[src/rtl/hash_node_ctrl.sv]
// Ring-attached hash node: gathers ring words into a block, hands blocks to a
// chaining hash core, and streams the final digest back onto the ring MSW first.
module hash_node_ctrl #(
  parameter int unsigned ring_width_p   = 32,
  parameter int unsigned msg_width_p    = 512,
  parameter int unsigned digest_width_p = 256,
  parameter int unsigned id_p           = 0
) (
  input  logic                      clk_i,
  input  logic                      reset_i,
  input  logic                      en_i,

  input  logic                      v_i,
  input  logic [ring_width_p-1:0]   data_i,
  input  logic                      last_i,
  output logic                      ready_o,

  output logic                      v_o,
  output logic [ring_width_p-1:0]   data_o,
  input  logic                      yumi_i,

  output logic                      core_v_o,
  output logic [msg_width_p-1:0]    core_msg_o,
  output logic                      core_first_o,
  input  logic                      core_ready_i,

  input  logic                      core_v_i,
  input  logic [digest_width_p-1:0] core_digest_i,
  output logic                      core_yumi_o
);

  localparam int unsigned MW   = msg_width_p / ring_width_p;
  localparam int unsigned DW   = digest_width_p / ring_width_p;
  localparam int unsigned MaxW = (MW > DW) ? MW : DW;
  localparam int unsigned CW   = (MaxW > 1) ? $clog2(MaxW) : 1;

  typedef enum logic [1:0] {
    FILL,
    ISSUE,
    BUSY,
    DRAIN
  } state_e;

  state_e                    state_q, state_d;
  logic [CW-1:0]             cnt_q, cnt_d;
  logic [msg_width_p-1:0]    blk_q, blk_d;
  logic [digest_width_p-1:0] dig_q, dig_d;
  logic                      first_q, first_d;
  logic                      last_q, last_d;

  logic accept;
  logic issue;

  // ready is also held low during reset even though the state register
  // already reads FILL, so nothing can be handed over while reset is asserted
  assign ready_o      = en_i & ~reset_i & (state_q == FILL);
  assign accept       = ready_o & v_i;
  assign core_v_o     = en_i & (state_q == ISSUE);
  assign issue        = core_v_o & core_ready_i;
  assign core_yumi_o  = (state_q == BUSY) & core_v_i;
  assign core_msg_o   = blk_q;
  assign core_first_o = first_q;
  assign v_o          = (state_q == DRAIN);
  assign data_o       = dig_q[digest_width_p-1 -: ring_width_p];

  always_comb begin
    state_d = state_q;
    cnt_d   = cnt_q;
    blk_d   = blk_q;
    dig_d   = dig_q;
    first_d = first_q;
    last_d  = last_q;

    unique case (state_q)
      FILL: begin
        if (accept) begin
          // shift-and-or form stays valid even when a block is a single word
          blk_d = (blk_q << ring_width_p) | msg_width_p'(data_i);
          if (cnt_q == CW'(MW - 1)) begin
            last_d  = last_i;
            cnt_d   = '0;
            state_d = ISSUE;
          end else begin
            cnt_d = cnt_q + 1'b1;
          end
        end
      end

      ISSUE: begin
        if (issue) begin
          state_d = BUSY;
        end
      end

      BUSY: begin
        if (core_v_i) begin
          if (last_q) begin
            dig_d   = core_digest_i;
            first_d = 1'b1;
            state_d = DRAIN;
          end else begin
            first_d = 1'b0;
            state_d = FILL;
          end
        end
      end

      DRAIN: begin
        if (yumi_i) begin
          dig_d = dig_q << ring_width_p;
          if (cnt_q == CW'(DW - 1)) begin
            cnt_d   = '0;
            state_d = FILL;
          end else begin
            cnt_d = cnt_q + 1'b1;
          end
        end
      end

      default: begin
        state_d = FILL;
      end
    endcase
  end

  always_ff @(posedge clk_i or posedge reset_i) begin
    if (reset_i) begin
      state_q <= FILL;
      cnt_q   <= '0;
      blk_q   <= '0;
      dig_q   <= '0;
      first_q <= 1'b1;
      last_q  <= 1'b0;
    end else begin
      state_q <= state_d;
      cnt_q   <= cnt_d;
      blk_q   <= blk_d;
      dig_q   <= dig_d;
      first_q <= first_d;
      last_q  <= last_d;
    end
  end

endmodule

[config.mk]
export PLATFORM = sky130hd
export DESIGN_NAME = hash_node_ctrl
export DESIGN_NICKNAME = d
export VERILOG_FILES = /design/src/rtl/hash_node_ctrl.sv
export SDC_FILE = /design/constraint.sdc
export NUM_CORES = 2
export LEC_CHECK = 0
export ABC_CLOCK_PERIOD_IN_PS = 57000
export BUFFER_PORTS_ARGS = -buffer_cell sky130_fd_sc_hd__buf_2
export CORE_AREA = 2 2 329 331
export DETAILED_ROUTE_END_ITERATION = 10
export DIE_AREA = 0 0 331 333
export GPL_ROUTABILITY_DRIVEN = 0
export PLACE_DENSITY_LB_ADDON = 0.05
export SYNTH_ARGS = -nofsm -noshare
export SYNTH_HDL_FRONTEND = slang
export SYNTH_SLANG_ARGS = --single-unit
[constraint.sdc]
create_clock -name clk_i -period 57 [get_ports clk_i]
set_clock_uncertainty 0.05 [all_clocks]
set_input_delay 11.4 -clock clk_i [delete_from_list [all_inputs] [get_ports clk_i]]
set_output_delay 11.4 -clock clk_i [all_outputs]
set_load 0.01 [all_outputs]
==> flow_summary.json <==
{
  "worst_slew_pin_slew_ns": 1.166,
  "finalHoldViolations": 0,
  "dp_hpwl_um": 80800,
  "grt_pass1_wl_um": 166500,
  "grt_pass1_vias": 24192,
  "route.detailed.drc": 0,
  "hold-path-endpoint": "core_msg_o[496]$_DFFE_PP0P_",
  "synth-xor-area-share_pct": 0.05553,
  "num_io_pins": 845,
  "cts_sinks": 776,
  "grt_max_degree": 200,
  "ant_nets": 0,
  "cap_violations": 0,
  "fin_crit_ns": 23.86,
  "vdd_drop_max_uv": 26.21,
  "antenna_found_initial": 38,
  "vias": 24088,
  "rrSetupSlack_ns": 52.48,
  "synth_compound_area_share_pct": 4.359,
  "vias_per_cell": 4.320,
  "drive_gt1_share_pct": 24.59,
  "min_from": "core_msg_o[496]$_DFFE_PP0P_",
  "portBuffers": 844,
  "rsz0062_at_grt": "false",
  "ys_seq_area_share_pct": 61.56,
  "drtIter0Drc": 1509,
  "clockPowerShare_pct": 41.0,
  "die_y_um": 333,
  "post_cts_buffers": 0,
  "yosysTopAreaCell": "dfrtp_1",
  "cts_root_buf": "clkbuf_16",
  "seqCellArea_sq_um": 19420,
  "regToRegEndpoint": "dig_q[184]$_DFFE_PP0P_",
  "synthSimpleGateAreaFrac_pct": 22.12,
  "p_leak_nw": 21.89,
  "cts-htree-levels": 3,
  "final_cell_mix": "1,829 x nand2_1, 844 x buf_2, 775 x dfrtp_1, 257 x o21ai_0, 225 x mux2i_1",
  "syn-num-nets": 3652,
  "fin_setup_tns_ns": 0,
  "timing.fmax_ghz": 0.04190,
  "min_delay_path_depth": 2,
  "wire_per_inst_um": 20.27,
  "sw_frac_of_total_pct": 29.09,
  "synth_seq_cells": 776,
  "syn_avg_cell_area_sq_um": 9.403,
  "seqPwrFrac_pct": 45.4,
  "die-width_um": 331,
  "syn_to_final_growth_pct": 25.15,
  "hold_ws_ns": 0.4158,
  "netlist_instances": 3355,
  "layout.cells.non_filler": 5576,
  "placed_cells": 5397,
  "rows": 120,
  "tritoncts": "built",
  "start_util_pct": 29.59,
  "yosysWarnings": 0,
  "fin_ws_ns": 33.14,
  "n_fill_cell": 11315,
  "cts-hold-fix-buffers": 0,
  "place_ws_ns": 33.13,
  "r2r-start": "state_q[0]$_DFFE_PP0P_",
  "cp.arrival_ns": 12.41,
  "die-area_sq_um": 110200,
  "coreArea_sq_um": 106600,
  "ys_types": 33,
  "synth_mux_area_share_pct": 7.246,
  "grt_overflow": 0,
  "multi_input_area_sq_um": 10690,
  "critPathKind": "in2out",
  "cts_resized": 0,
  "synth_top_family_by_area": "simple AND/OR/NAND/NOR gates",
  "yosysTopAreaCellShare_pct": 61.48,
  "rr_worst_depth": 6,
  "hp-class": "reg2reg",
  "p_comb_share_pct": 13.7,
  "synthTopCellsByArea": "dfrtp_1 61%, nand2_1 22%, mux2i_1 7.1%",
  "slew_violations": 0,
  "critPathLaunchType": "primary input",
  "finalSetupViolations": 0,
  "fin_crit_sh_pct": 41.87,
  "first_pass_iters": 5,
  "cts_buffer_depth": 3,
  "required_ns": 45.55,
  "cp-end-kind": "output pin",
  "cts_made_buffers": 93,
  "synthAdderAreaFrac_pct": 0.03966,
  "p_int_w": 0.001039,
  "grtUsageTotal_pct": 20.21,
  "drt_wl_total_um": 113000,
  "synth_area_sq_um": 31550,
  "status": "completed",
  "clk_latency_ns": 0.65,
  "crit_fanout": 4,
  "clk_pin_slew_ns": 0.05,
  "layout.nets": 4386,
  "final_common_cell": "nand2_1",
  "p_sw_w": 0.0004263,
  "relSlewSlack_pct": 22.24,
  "cellPowerDensity_nw_per_um2": 37.11
}
-- metal layers --
metal | track usage [%] | share of wire (%) | up-vias
met1 | 25.84 | 43 | 11138
met2 | 32.13 | 46 | 659
li1 | - | - | 12096
met3 | 6.644 | 7.4 | 191
met4 | 6.527 | 3.4 | 4
met5 | 0 | 0.022 | -
-- flip-flops by register name, summed over array words and instances (netlist names) --
name / count
core_first_o: 1
dig_q: 256
core_msg_o: 512
cnt_q: 4
state_q: 2
last_q: 1
-- worst max-delay path by stage --
stage | slack, ns | cells after the start | from | end
floorplan | 23.77 | 1 | reset_i | cnt_q[0]$_DFFE_PP0P_
global placement | 33.13 | 4 | reset_i | ready_o
detailed placement | 33.13 | 4 | reset_i | ready_o
CTS | 33.13 | 4 | reset_i | ready_o
global route | 33.09 | 4 | reset_i | ready_o
finish | 33.14 | 4 | reset_i | ready_o
-- logic make-up (layout without fill, tap and decap cells) --
group | Yosys count | after routing
mux | 228 | 228
fa+ha+maj | 1 | 1
buf+inv | 235 | 1040
flops | 776 | 776
other cells | 0 | 13
xor+xnor | 2 | 2
simple gates | 1846 | 1846
compound gates | 267 | 267
-- per-stage QoR --
stage | area, sq um | power [W] | utilization [%]
2_1_floorplan | 31550 | 0.0007537 | -
3_3_place_gp | 36360 | 0.0008809 | 34.11
3_5_place_dp | 36360 | 0.0008812 | 34.11
4_1_cts | 39450 | 0.001493 | 37.00
5_1_grt | 39470 | 0.001542 | 37.03
6_report | 39480 | 0.001465 | 37.04
-- cell usage after synthesis --
| library cell | n |
|---|---|
| nand2_1 | 1830 |
| dfrtp_1 | 775 |
| o21ai_0 | 257 |
| mux2i_1 | 225 |
| buf_2 | 90 |
| buf_4 | 53 |
| clkbuf_1 | 42 |
| buf_6 | 35 |
| buf_1 | 11 |
| and3b_1 | 3 |
| mux2_2 | 3 |
| nand3_1 | 3 |
| a21oi_1 | 2 |
| inv_1 | 2 |
| inv_2 | 2 |
| nand3b_1 | 2 |
| nor2_1 | 2 |
| o22ai_1 | 2 |
| xnor2_1 | 2 |
| a22o_1 | 1 |
| a32oi_1 | 1 |
| and2_1 | 1 |
| dfstp_2 | 1 |
| ha_1 | 1 |
| nand2_2 | 1 |
| nand4_1 | 1 |
| nor2_4 | 1 |
| nor2b_1 | 1 |
| o211ai_1 | 1 |
| o21ai_2 | 1 |
| o2bb2a_4 | 1 |
| o31ai_2 | 1 |
| or4b_1 | 1 |
-- area by class of cell --
type                    count  share of cell area [%]
repair buffers            870                   11.32
multi-input cells        2344                   27.06
clock inverters            17                  0.4912
well taps                1403                   4.446
diodes                     13                 0.08240
clock buffers             149                   7.330
inverters                   4                 0.07606
flip-flops and latches    776                   49.19
-- power by group through the flow --
stage,Sequential [W],Clock (W),Combinational (W)
2_1_floorplan,0.000684,0,0.0000699
3_3_place_gp,0.000675,0,0.000206
3_5_place_dp,0.000675,0,0.000206
4_1_cts,0.000666,0.000620,0.000207
5_1_grt,0.000674,0.000644,0.000224
6_report,0.000665,0.000600,0.000200
-- worst max-delay path, cell delays in order --
cell,delay (ns)
buf_2,0.13
or4b_1,0.61
inv_2,0.13
buf_2,0.14
No activity file was read; power rests on OpenSTA's default activity.
